[src/rtl/entity_line_scanner.sv]
// entity_line_scanner: per-scanline entity selector.
// During each horizontal blank the entity list is walked one entity per cycle
// and up to MAX_PER_LINE entities that intersect the next line are latched
// into shadow slots. The shadow set is promoted to the active set on the last
// column of the line. During active video the pixel is resolved against the
// active slots by fixed priority (lowest slot = lowest entity index).
module entity_line_scanner #(
    parameter int NUM_ENTITIES   = 9,
    parameter int MAX_PER_LINE   = 4,
    parameter logic [NUM_ENTITIES-1:0] FLIP_MASK = 9'b110000000,
    parameter int TILE_SIZE      = 8,
    parameter int UPSCALE_FACTOR = 5,
    parameter int H_ACTIVE       = 640,
    parameter int H_TOTAL        = 800,
    parameter int V_ACTIVE       = 480,
    parameter int V_TOTAL        = 525,
    parameter int ID_W           = 4
) (
    input  logic                                   clk,
    input  logic                                   reset,
    input  logic [NUM_ENTITIES*(ID_W+10)-1:0]      entities,
    input  logic [9:0]                             counter_H,
    input  logic [9:0]                             counter_V,
    output logic [$clog2(TILE_SIZE)+ID_W+2-1:0]    out_entity,
    output logic                                   out_valid,
    output logic                                   line_overflow
);

    localparam int ROW_W    = $clog2(TILE_SIZE);
    localparam int OUT_W    = ROW_W + ID_W + 2;
    localparam int EW       = ID_W + 10;
    localparam int TILE_LEN = TILE_SIZE * UPSCALE_FACTOR;
    localparam int IDX_W    = (NUM_ENTITIES > 1) ? $clog2(NUM_ENTITIES) : 1;
    localparam int SLOT_W   = (MAX_PER_LINE > 1) ? $clog2(MAX_PER_LINE) : 1;

    typedef enum logic [1:0] {S_IDLE, S_SCAN, S_DONE} state_t;

    // Unpacked view of the flat entity bus
    logic [ID_W-1:0] ent_id     [NUM_ENTITIES];
    logic [1:0]      ent_orient [NUM_ENTITIES];
    logic [3:0]      ent_row    [NUM_ENTITIES];
    logic [3:0]      ent_col    [NUM_ENTITIES];

    genvar gi;
    generate
        for (gi = 0; gi < NUM_ENTITIES; gi++) begin : g_unpack
            assign ent_col[gi]    = entities[gi*EW      +: 4];
            assign ent_row[gi]    = entities[gi*EW + 4  +: 4];
            assign ent_orient[gi] = entities[gi*EW + 8  +: 2];
            assign ent_id[gi]     = entities[gi*EW + 10 +: ID_W];
        end
    endgenerate

    state_t          state_q;
    logic [IDX_W-1:0] idx_q;
    logic [9:0]      target_q;

    // Shadow slot set (written by the scan)
    logic             sh_valid_q  [MAX_PER_LINE];
    logic [3:0]       sh_col_q    [MAX_PER_LINE];
    logic [ID_W-1:0]  sh_id_q     [MAX_PER_LINE];
    logic [1:0]       sh_orient_q [MAX_PER_LINE];
    logic [ROW_W-1:0] sh_row_q    [MAX_PER_LINE];
    logic             sh_ovf_q;

    // Active slot set (read by the pixel resolver)
    logic             act_valid_q  [MAX_PER_LINE];
    logic [3:0]       act_col_q    [MAX_PER_LINE];
    logic [ID_W-1:0]  act_id_q     [MAX_PER_LINE];
    logic [1:0]       act_orient_q [MAX_PER_LINE];
    logic [ROW_W-1:0] act_row_q    [MAX_PER_LINE];
    logic             act_ovf_q;

    logic [OUT_W-1:0] out_entity_q, out_entity_d;
    logic             out_valid_q, out_valid_d;

    // Hit test for the entity currently visited by the scan
    logic             scan_hit;
    logic [ROW_W-1:0] scan_row;
    logic [11:0]      t_ext, row_base, row_off;
    always_comb begin
        t_ext    = 12'(target_q);
        row_base = 12'(ent_row[idx_q]) * 12'(TILE_LEN);
        row_off  = t_ext - row_base;
        scan_hit = (ent_id[idx_q] != '1) && (t_ext < 12'(V_ACTIVE)) &&
                   (t_ext >= row_base) && (t_ext < row_base + 12'(TILE_LEN));
        scan_row = ROW_W'(row_off / 12'(UPSCALE_FACTOR));
        if (FLIP_MASK[idx_q]) scan_row = ~scan_row;
    end

    // Lowest free shadow slot
    logic              free_found;
    logic [SLOT_W-1:0] free_slot;
    always_comb begin
        free_found = 1'b0;
        free_slot  = '0;
        for (int s = MAX_PER_LINE - 1; s >= 0; s--) begin
            if (!sh_valid_q[s]) begin
                free_found = 1'b1;
                free_slot  = SLOT_W'(s);
            end
        end
    end

    // Scan FSM: start at the start of horizontal blank, fill shadow slots
    always_ff @(posedge clk) begin
        if (reset) begin
            state_q  <= S_IDLE;
            idx_q    <= '0;
            target_q <= '0;
            sh_ovf_q <= 1'b0;
            for (int s = 0; s < MAX_PER_LINE; s++) begin
                sh_valid_q[s]  <= 1'b0;
                sh_col_q[s]    <= '0;
                sh_id_q[s]     <= '0;
                sh_orient_q[s] <= '0;
                sh_row_q[s]    <= '0;
            end
        end else begin
            case (state_q)
                S_SCAN: begin
                    if (scan_hit) begin
                        if (free_found) begin
                            sh_valid_q[free_slot]  <= 1'b1;
                            sh_col_q[free_slot]    <= ent_col[idx_q];
                            sh_id_q[free_slot]     <= ent_id[idx_q];
                            sh_orient_q[free_slot] <= ent_orient[idx_q];
                            sh_row_q[free_slot]    <= scan_row;
                        end else begin
                            sh_ovf_q <= 1'b1;
                        end
                    end
                    if (idx_q == IDX_W'(NUM_ENTITIES - 1)) begin
                        state_q <= S_DONE;
                    end else begin
                        idx_q <= idx_q + IDX_W'(1);
                    end
                end
                default: begin
                    if (counter_H == 10'(H_ACTIVE)) begin
                        state_q  <= S_SCAN;
                        idx_q    <= '0;
                        target_q <= (counter_V == 10'(V_TOTAL - 1)) ? 10'd0
                                                                    : counter_V + 10'd1;
                        sh_ovf_q <= 1'b0;
                        for (int s = 0; s < MAX_PER_LINE; s++) begin
                            sh_valid_q[s] <= 1'b0;
                        end
                    end
                end
            endcase
        end
    end

    // Promote shadow slots to the active set on the last column of the line
    always_ff @(posedge clk) begin
        if (reset) begin
            act_ovf_q <= 1'b0;
            for (int s = 0; s < MAX_PER_LINE; s++) begin
                act_valid_q[s]  <= 1'b0;
                act_col_q[s]    <= '0;
                act_id_q[s]     <= '0;
                act_orient_q[s] <= '0;
                act_row_q[s]    <= '0;
            end
        end else if (counter_H == 10'(H_TOTAL - 1)) begin
            act_ovf_q <= sh_ovf_q;
            for (int s = 0; s < MAX_PER_LINE; s++) begin
                act_valid_q[s]  <= sh_valid_q[s];
                act_col_q[s]    <= sh_col_q[s];
                act_id_q[s]     <= sh_id_q[s];
                act_orient_q[s] <= sh_orient_q[s];
                act_row_q[s]    <= sh_row_q[s];
            end
        end
    end

    // Pixel resolve: lowest-numbered matching active slot wins
    logic [11:0] h_ext, col_base;
    always_comb begin
        h_ext        = 12'(counter_H);
        col_base     = '0;
        out_entity_d = '1;
        out_valid_d  = 1'b0;
        for (int s = MAX_PER_LINE - 1; s >= 0; s--) begin
            col_base = 12'(act_col_q[s]) * 12'(TILE_LEN);
            if (act_valid_q[s] && (h_ext < 12'(H_ACTIVE)) &&
                (h_ext >= col_base) && (h_ext < col_base + 12'(TILE_LEN))) begin
                out_entity_d = {act_row_q[s], act_id_q[s], act_orient_q[s]};
                out_valid_d  = 1'b1;
            end
        end
    end

    // Registered output word, one cycle after the pixel position
    always_ff @(posedge clk) begin
        if (reset) begin
            out_entity_q <= '1;
            out_valid_q  <= 1'b0;
        end else begin
            out_entity_q <= out_entity_d;
            out_valid_q  <= out_valid_d;
        end
    end

    assign out_entity    = out_entity_q;
    assign out_valid     = out_valid_q;
    assign line_overflow = act_ovf_q;

endmodule

[config.mk]
export PLATFORM = sky130hd
export DESIGN_NAME = entity_line_scanner
export DESIGN_NICKNAME = d
export VERILOG_FILES = /design/src/rtl/entity_line_scanner.sv
export SDC_FILE = /design/constraint.sdc
export NUM_CORES = 1
export LEC_CHECK = 0
export ABC_CLOCK_PERIOD_IN_PS = 9300
export BUFFER_PORTS_ARGS = -buffer_cell sky130_fd_sc_hd__buf_4
export CAP_MARGIN = 15
export CORE_ASPECT_RATIO = 1.1
export CORE_MARGIN = 2
export CORE_UTILIZATION = 33
export CTS_CLUSTER_DIAMETER = 80
export DETAILED_ROUTE_END_ITERATION = 12
export HOLD_SLACK_MARGIN = 0.15
export PLACE_DENSITY = 0.57
export SYNTH_ARGS = -nofsm -noshare
export SYNTH_HDL_FRONTEND = slang
export SYNTH_SLANG_ARGS = --single-unit
[constraint.sdc]
create_clock -name clk -period 9.3 [get_ports clk]
set_input_delay 1.86 -clock clk [delete_from_list [all_inputs] [get_ports clk]]
set_output_delay 1.86 -clock clk [all_outputs]
set_load 0.01 [all_outputs]
==> results of run 1 <==
[registers in the layout, summed over array words and instances (netlist names), 9 cells and up, named ones only]
signal	flops
out_entity	9
sh_col_q	16
sh_id_q	16
act_id_q	16
act_row_q	12
sh_row_q	12
target_q	10
act_col_q	16
[layout by cell type (no fill, tap or decap), types with 6 or more instances in the layout]
master	count
sky130_fd_sc_hd__a21o_1	13
sky130_fd_sc_hd__a21oi_1	53
sky130_fd_sc_hd__a22oi_1	6
sky130_fd_sc_hd__and2_1	61
sky130_fd_sc_hd__buf_4	166
sky130_fd_sc_hd__clkbuf_16	18
sky130_fd_sc_hd__clkinv_2	8
sky130_fd_sc_hd__dfxtp_1	32
sky130_fd_sc_hd__edfxtp_1	108
sky130_fd_sc_hd__fa_1	6
sky130_fd_sc_hd__ha_1	98
sky130_fd_sc_hd__inv_1	57
sky130_fd_sc_hd__mux2i_1	29
sky130_fd_sc_hd__mux4_2	26
sky130_fd_sc_hd__nand2_1	62
sky130_fd_sc_hd__nand2b_1	31
sky130_fd_sc_hd__nand3_1	13
sky130_fd_sc_hd__nor2_1	88
sky130_fd_sc_hd__nor2b_1	21
sky130_fd_sc_hd__nor3_1	27
sky130_fd_sc_hd__nor4_1	19
sky130_fd_sc_hd__o211ai_1	9
sky130_fd_sc_hd__o21a_1	8
sky130_fd_sc_hd__o21ai_0	48
sky130_fd_sc_hd__o31ai_1	10
sky130_fd_sc_hd__or3_1	7
sky130_fd_sc_hd__xnor2_1	26
sky130_fd_sc_hd__xor2_1	23
[tightest hold or removal path, delay by kind of cell, from the launching register on]
| kind | cells | cell delay (ns) |
|---|---|---|
| flip-flops | 1 | 0.32 |
| multiplexers | 1 | 0.06 |
| AND/OR/NAND/NOR | 1 | 0.06 |
[power by group]
part	leakage, nW	switching, mW	internal [mW]	total (mW)
Combinational	3.52	0.208	0.171	0.380
Clock	0.272	0.239	0.366	0.605
Sequential	1.38	0.00816	0.695	0.703
Total	5.18	0.455	1.23	1.69
[path summary, 6_finish.rpt]
kind	endpoint	cells past startpoint
setup / recovery	sh_row_q[0][0]	23
hold / removal	out_entity[8]	2
setup reg to reg	sh_row_q[0][0]	23
hold reg to reg	out_entity[8]	2
[metrics by stage]
stage	worst slack, ns	util (%)	power [mW]	cell area, um^2	std cells
final	1.53	40.7	1.69	12500	1594
after global routing	1.09	40.7	1.77	12500	1594
after CTS	1.65	40.7	1.70	12500	1594
after detailed placement	1.25	38.9	1.09	11900	1562
after global placement	1.35	38.9	1.09	11900	1562
after floorplan	1.96	-	0.967	10300	1022
[area by class of cell]
type	instances	area share, %
Clock buffer	24	3.95
Timing Repair Buffer	166	9.98
Inverter	57	1.71
Multi-Input combinational cell	784	48.6
Clock inverter	8	0.321
Tap cell	414	4.15
Sequential cell	141	31.3
[logic make-up after synthesis]
| family | count (synthesis) | share of synthesized area, % |
|---|---|---|
| AND/OR/NAND/NOR | 362 | 18.3 |
| XOR/XNOR | 50 | 4.37 |
| flip-flops | 141 | 37.8 |
| buffers and inverters | 97 | 3.60 |
| multiplexers | 56 | 8.61 |
| AO/OA/AOI/OAI | 209 | 14.0 |
| adder cells (fa/ha/maj) | 107 | 13.3 |
[routing by layer]
layer	wire (um)	vias to the layer above	global-route usage [%]
li1	-	4057	-
met2	13500	158	28.1
met1	11700	3896	20.1
met4	702	0	5.57
met5	0	-	0
met3	746	45	2.14
==> results.cfg, run 1 <==
[finish]
n_antenna_cell = 0
fill_cells = 3014
finalNetCount = 1419
drive_gt1_share_pct = 21.1
layout.area.seq_um2 = 3910
footprint_of_the_multi_input_gates_um2 = 6070
layout-area-overhead-vs-synth_pct = 20.8

[route]
avgViaCountPerCell = 5.12
routed_wirelength_um = 26600
routed_wire_length_per_instance_um = 16.7
drtIter0Drc = 490
detail_route.drc_violations = 0
final_antenna_net_count = 0
first_pass_iters = 5
detailroute.via_count = 8156

[yosys]
syn_inst = 1022
ys_seq_area_share_pct = 37.8
ys_seq_elements = 141
synth-warning-count = 0
cell_area_after_technology_mapping_um2 = 10300
synth.distinct_cells = 84
yosys.area.top_type_share_pct = 31.4
cell_accounting_for_the_most_synthesized_area = sky130_fd_sc_hd__edfxtp_1
synthesis.nets = 1274
async_reset_ff_share_pct = 0
synth_area_per_cell_um2 = 10.1
ys.flop_type = sky130_fd_sc_hd__edfxtp_1
ys_top_cells_by_area = sky130_fd_sc_hd__edfxtp_1 31%, sky130_fd_sc_hd__ha_1 12%, sky130_fd_sc_hd__dfxtp_1 6.4%
yosys.cell_count.top_type = sky130_fd_sc_hd__edfxtp_1
synth.top_cells.by_count = 108 x sky130_fd_sc_hd__edfxtp_1, 98 x sky130_fd_sc_hd__ha_1, 88 x sky130_fd_sc_hd__nor2_1
synth_enable_flop_cells = 108

[floorplanning]
die_area_um2 = 32700
dieHeight_um = 190
initial_core_util_pct = 33.7
core-area_um2 = 30700
count_of_standard_cell_rows = 67
io_pins = 159
die_width_um = 173

[min_path]
hp-start = act_row_q[0][2]
worst_hold_path_type = register to register

[grt]
pin_count_of_the_biggest_net_entering_global_routing = 57
grt_pass1_wl_um = 41800
grt_use_total_pct = 15.9
gr-total-overflow = 0
first_global_vias = 7939
antenna_found_initial = 0

[timing]
timing.fmax_mhz = 129
max_transition_viols_final = 0
timing.max_slew.rel_slack_pct = 28.7
finalCritPeriodShare_pct = 83.5
finalHoldViolations = 0
timing.final.setup_violations = 0
setup_total_negative_slack_ns = 0
final_period_minus_worst_setup_slack_ns = 7.77
rsz0062_at_grt = no
tightest_slew_ns = 1.07
skew_final_ns = 0.0127
final.hold.worst_slack_ns = 0.465

[run_status]
outcome = completed

[setup_path]
worstSetupPathType = primary input to register
critical_path.cell_chain = buf_4 -> mux4_2 -> mux2i_1 -> o21ai_0 -> ha_1 -> ha_1 -> inv_1 -> fa_1 -> ha_1 -> o21ai_0 -> nor2_1 -> or2_2 -> a31oi_1 -> o221ai_2 -> xor2_1 -> a221o_1 -> or3_1 -> o311ai_0 -> nand3_1 -> o21ai_0 -> a222oi_1 -> a31oi_1 -> nor3_1
critical_path.top_delay_family = compound AO/OA/AOI/OAI gates
worstSetupStartpoint = entities[102]
timing.critical_path.slowest_stage_cell = sky130_fd_sc_hd__mux4_2
timing.reg2reg.setup_slack_ns = 1.79
worst-path-buf-inv = 2
cp_max_fo = 7
cp_data_required_time_ns = 9.44
timing.rr.start = idx_q[0]
critPathLaunchType = primary input
endpoint_kind = register
critPathMaxStageDelay_ns = 0.46
cp_data_arrival_time_ns = 7.91

[clocking]
postCtsSetupRepairBufs = 0
worst_setup_hold_path_clk_slew_ns = 0.06
insertion_delay_ns = 0.42
ctsHtreeMaxLevel = 4
clock-root-buffer = sky130_fd_sc_hd__clkbuf_16
tritoncts_buffer_count = 17
ctsResizeCount = 0
cts.hold.buffers_added = 0
cts.path.max_buffers = 2
numClockSinks = 141
tritoncts = built

[placement]
dpl.hpwl_um = 20400
io_buffers = 158
gpl.final_weighted_congestion = 0.804

[job]
drv.max_cap_violation_count = 0

[power_and_ir_drop]
ir_worst_vdd_mv = 0.115
power-per-cell-area_nw_per_um2 = 135
leakagePower_nw = 5.18
Power figures use the tool's default switching activity.
==> inputs of run 2 (changes only) <==
- ABC_AREA: unset -> 1
- ABC_CLOCK_PERIOD_IN_PS: 9300 -> 6630
- PLACE_DENSITY: 0.57 -> 0.59
- clock period: 9.3 -> 6.63 ns (I/O delays scaled with it)
==> run 2 against run 1 <==
Critical path type unchanged. Highest routed layer unchanged. Global-route usage is 1.4 points higher. Synthesized cell count is 18% higher. Count of clock-buffer cells in the layout shrank 4. Critical path depth increased by 26. Worst setup slack worse by 1.1 ns. Largest cell class unchanged. Hold slack worse by 0.0040 ns. Sequential cell count did not move. Clock power up 52%.
==> results.cfg, run 2 <==
[timing]
skew_final_ns = 0.0101
tightest_slew_ns = 1.05
finalCritPeriodShare_pct = 93.2
timing.fmax_mhz = 162
timing.max_slew.rel_slack_pct = 29.5
finalHoldViolations = 0
setup_total_negative_slack_ns = 0
timing.final.setup_violations = 0
max_transition_viols_final = 0
final_period_minus_worst_setup_slack_ns = 6.18

[min_path]
hold-path-endpoint = out_entity[8]
min_delay_path_depth = 2
worst_hold_path_type = register to register
hp-start = act_row_q[0][2]

[yosys]
ys.flop_type = sky130_fd_sc_hd__edfxtp_1
async_reset_ff_share_pct = 0
cell_accounting_for_the_most_synthesized_area = sky130_fd_sc_hd__edfxtp_1
yosys.cell_count.top_type = sky130_fd_sc_hd__nor2_1
synthesis.nets = 1455
synth.top_cells.by_count = 189 x sky130_fd_sc_hd__nor2_1, 176 x sky130_fd_sc_hd__inv_1, 112 x sky130_fd_sc_hd__nand2_1
synth_enable_flop_cells = 108
ys_top_cells_by_area = sky130_fd_sc_hd__edfxtp_1 32%, sky130_fd_sc_hd__ha_1 12%, sky130_fd_sc_hd__nor2_1 7.1%
yosys.area.top_type_share_pct = 32.4
syn_inst = 1203
synth_area_per_cell_um2 = 8.31
synth.distinct_cells = 49
synth-warning-count = 0
cell_area_after_technology_mapping_um2 = 9990
ys_seq_elements = 141
ys_seq_area_share_pct = 39.1

[clocking]
ctsHtreeMaxLevel = 4
cts.hold.buffers_added = 0
clock-root-buffer = sky130_fd_sc_hd__clkbuf_16
worst_setup_hold_path_clk_slew_ns = 0.06
insertion_delay_ns = 0.43
cts.path.max_buffers = 2
tritoncts_buffer_count = 17
numClockSinks = 141
tritoncts = built

[setup_path]
cp_data_arrival_time_ns = 6.35
reg2reg_to = sh_row_q[2][0]
cp_max_fo = 5
worstSetupStartpoint = entities[18]
worstSetupPathType = primary input to register
timing.critical_path.slowest_stage_cell = sky130_fd_sc_hd__fa_1
worst-path-buf-inv = 4
cp_data_required_time_ns = 6.80
critPathMaxStageDelay_ns = 0.47
endpoint_kind = register
worstRegToRegCells = 50
crit_top_cell = sky130_fd_sc_hd__nand2_2
timing.reg2reg.setup_slack_ns = 0.52
critPathLaunchType = primary input
critical_path.top_delay_family = simple AND/OR/NAND/NOR gates
timing.rr.start = idx_q[3]

[grt]
first_global_vias = 8737
grt_use_total_pct = 17.3
antenna_found_initial = 0
pin_count_of_the_biggest_net_entering_global_routing = 58
gr-total-overflow = 0
grt_pass1_wl_um = 43500

[floorplanning]
io_pins = 159
die_area_um2 = 31700
initial_core_util_pct = 33.6
core-area_um2 = 29700
count_of_standard_cell_rows = 66
dieHeight_um = 187
die_width_um = 170

[placement]
cell_count_after_placement = 1729
io_buffers = 158
gpl.final_weighted_congestion = 0.859
dpl.hpwl_um = 20700

[power_and_ir_drop]
leakagePower_nw = 5.70
comb_power_share_pct = 31.4
net-switching-power_mw = 0.881
power-per-cell-area_nw_per_um2 = 223
ir_worst_vdd_mv = 0.190
clock_group_share_of_total_power_pct = 33.1
switching_power_share_of_the_total_pct = 31.7
sequential_power_share_pct = 35.5
power.internal_mw = 1.90

[route]
drtIter0Drc = 405
routed_wire_length_per_instance_um = 15.3
first_pass_iters = 5
detailroute.via_count = 8720
final_antenna_net_count = 0
avgViaCountPerCell = 4.95
detail_route.drc_violations = 0
routed_wirelength_um = 27000

[finish]
drive_gt1_share_pct = 23.2
final_cell_count_no_fill = 1763
commonest_non_fill_non_tap_cell_in_the_layout = sky130_fd_sc_hd__buf_4
fill_cells = 2972
layout.core_utilization_pct = 41.9
finalNetCount = 1629
n_antenna_cell = 0
most-common-layout-cells = 194 x sky130_fd_sc_hd__buf_4, 187 x sky130_fd_sc_hd__nor2_1, 175 x sky130_fd_sc_hd__inv_1
layout-area-overhead-vs-synth_pct = 24.8

[job]
drv.max_cap_violation_count = 0

[run_status]
outcome = completed
-- run 2: logic make-up after synthesis --
family	synth area share (%)
buffers and inverters	8.81
adder cells (fa/ha/maj)	13.5
flip-flops	39.1
AO/OA/AOI/OAI	14.6
AND/OR/NAND/NOR	20.8
XOR/XNOR	3.33
-- run 2: worst max-delay path by stage --
stage,depth (start not counted),endpoint,slack [ns]
floorplan,53,sh_row_q[0][0],0.42
finish,49,sh_row_q[2][0],0.45
CTS,52,sh_row_q[2][0],0.24
global placement,47,sh_row_q[0][0],-0.03
global route,49,sh_row_q[1][0],-0.03
detailed placement,48,sh_row_q[2][0],-0.18
-- run 2: timing repair --
item,4_1_cts,5_1_grt
setup buffers,0,3
endpoints found under the setup margin,0,12
resized for setup,0,36
-- run 2: final cells by class --
class | count | area [um^2] | share of cell area, %
clock buffers | 20 | 447 | 3.58
clock inverters | 11 | 120 | 0.963
inverters | 192 | 726 | 5.82
multi-input cells | 831 | 5350 | 42.9
flip-flops and latches | 141 | 3910 | 31.3
well taps | 374 | 468 | 3.75
repair buffers | 194 | 1460 | 11.7
-- run 2: metal layers --
metal | part of all wire, % | up-vias | GRT usage [%]
li1 | - | 4432 | -
met1 | 41 | 4027 | 19.9
met2 | 51 | 221 | 31.7
met3 | 4.8 | 40 | 3.20
met4 | 2.4 | 0 | 6.34
met5 | 0 | - | 0
-- run 2: per-stage QoR --
| step | hold slack, ns | setup slack, ns | total power [mW] | cell area (um^2) |
|---|---|---|---|---|
| after floorplan | 0.434 | 0.418 | 1.60 | 9990 |
| after global placement | 0.446 | -0.0278 | 1.83 | 11800 |
| after detailed placement | 0.449 | -0.183 | 1.85 | 11800 |
| after CTS | 0.463 | 0.243 | 2.76 | 12300 |
| after global routing | 0.493 | -0.0316 | 2.94 | 12500 |
| final | 0.461 | 0.452 | 2.78 | 12500 |
-- run 2: power by group through the flow --
stage | Combinational (mW) | Sequential, mW | Clock, mW
after floorplan | 0.600 | 1.00 | 0
after global placement | 0.821 | 1.00 | 0
after detailed placement | 0.841 | 1.00 | 0
after CTS | 0.847 | 0.986 | 0.929
after global routing | 0.987 | 0.988 | 0.968
final | 0.873 | 0.985 | 0.918
-- run 2: worst min-delay path, stage by stage, from the launching register on --
cell	delay [ns]
sky130_fd_sc_hd__edfxtp_1	0.32
sky130_fd_sc_hd__nand2_1	0.05
sky130_fd_sc_hd__nand3_1	0.06
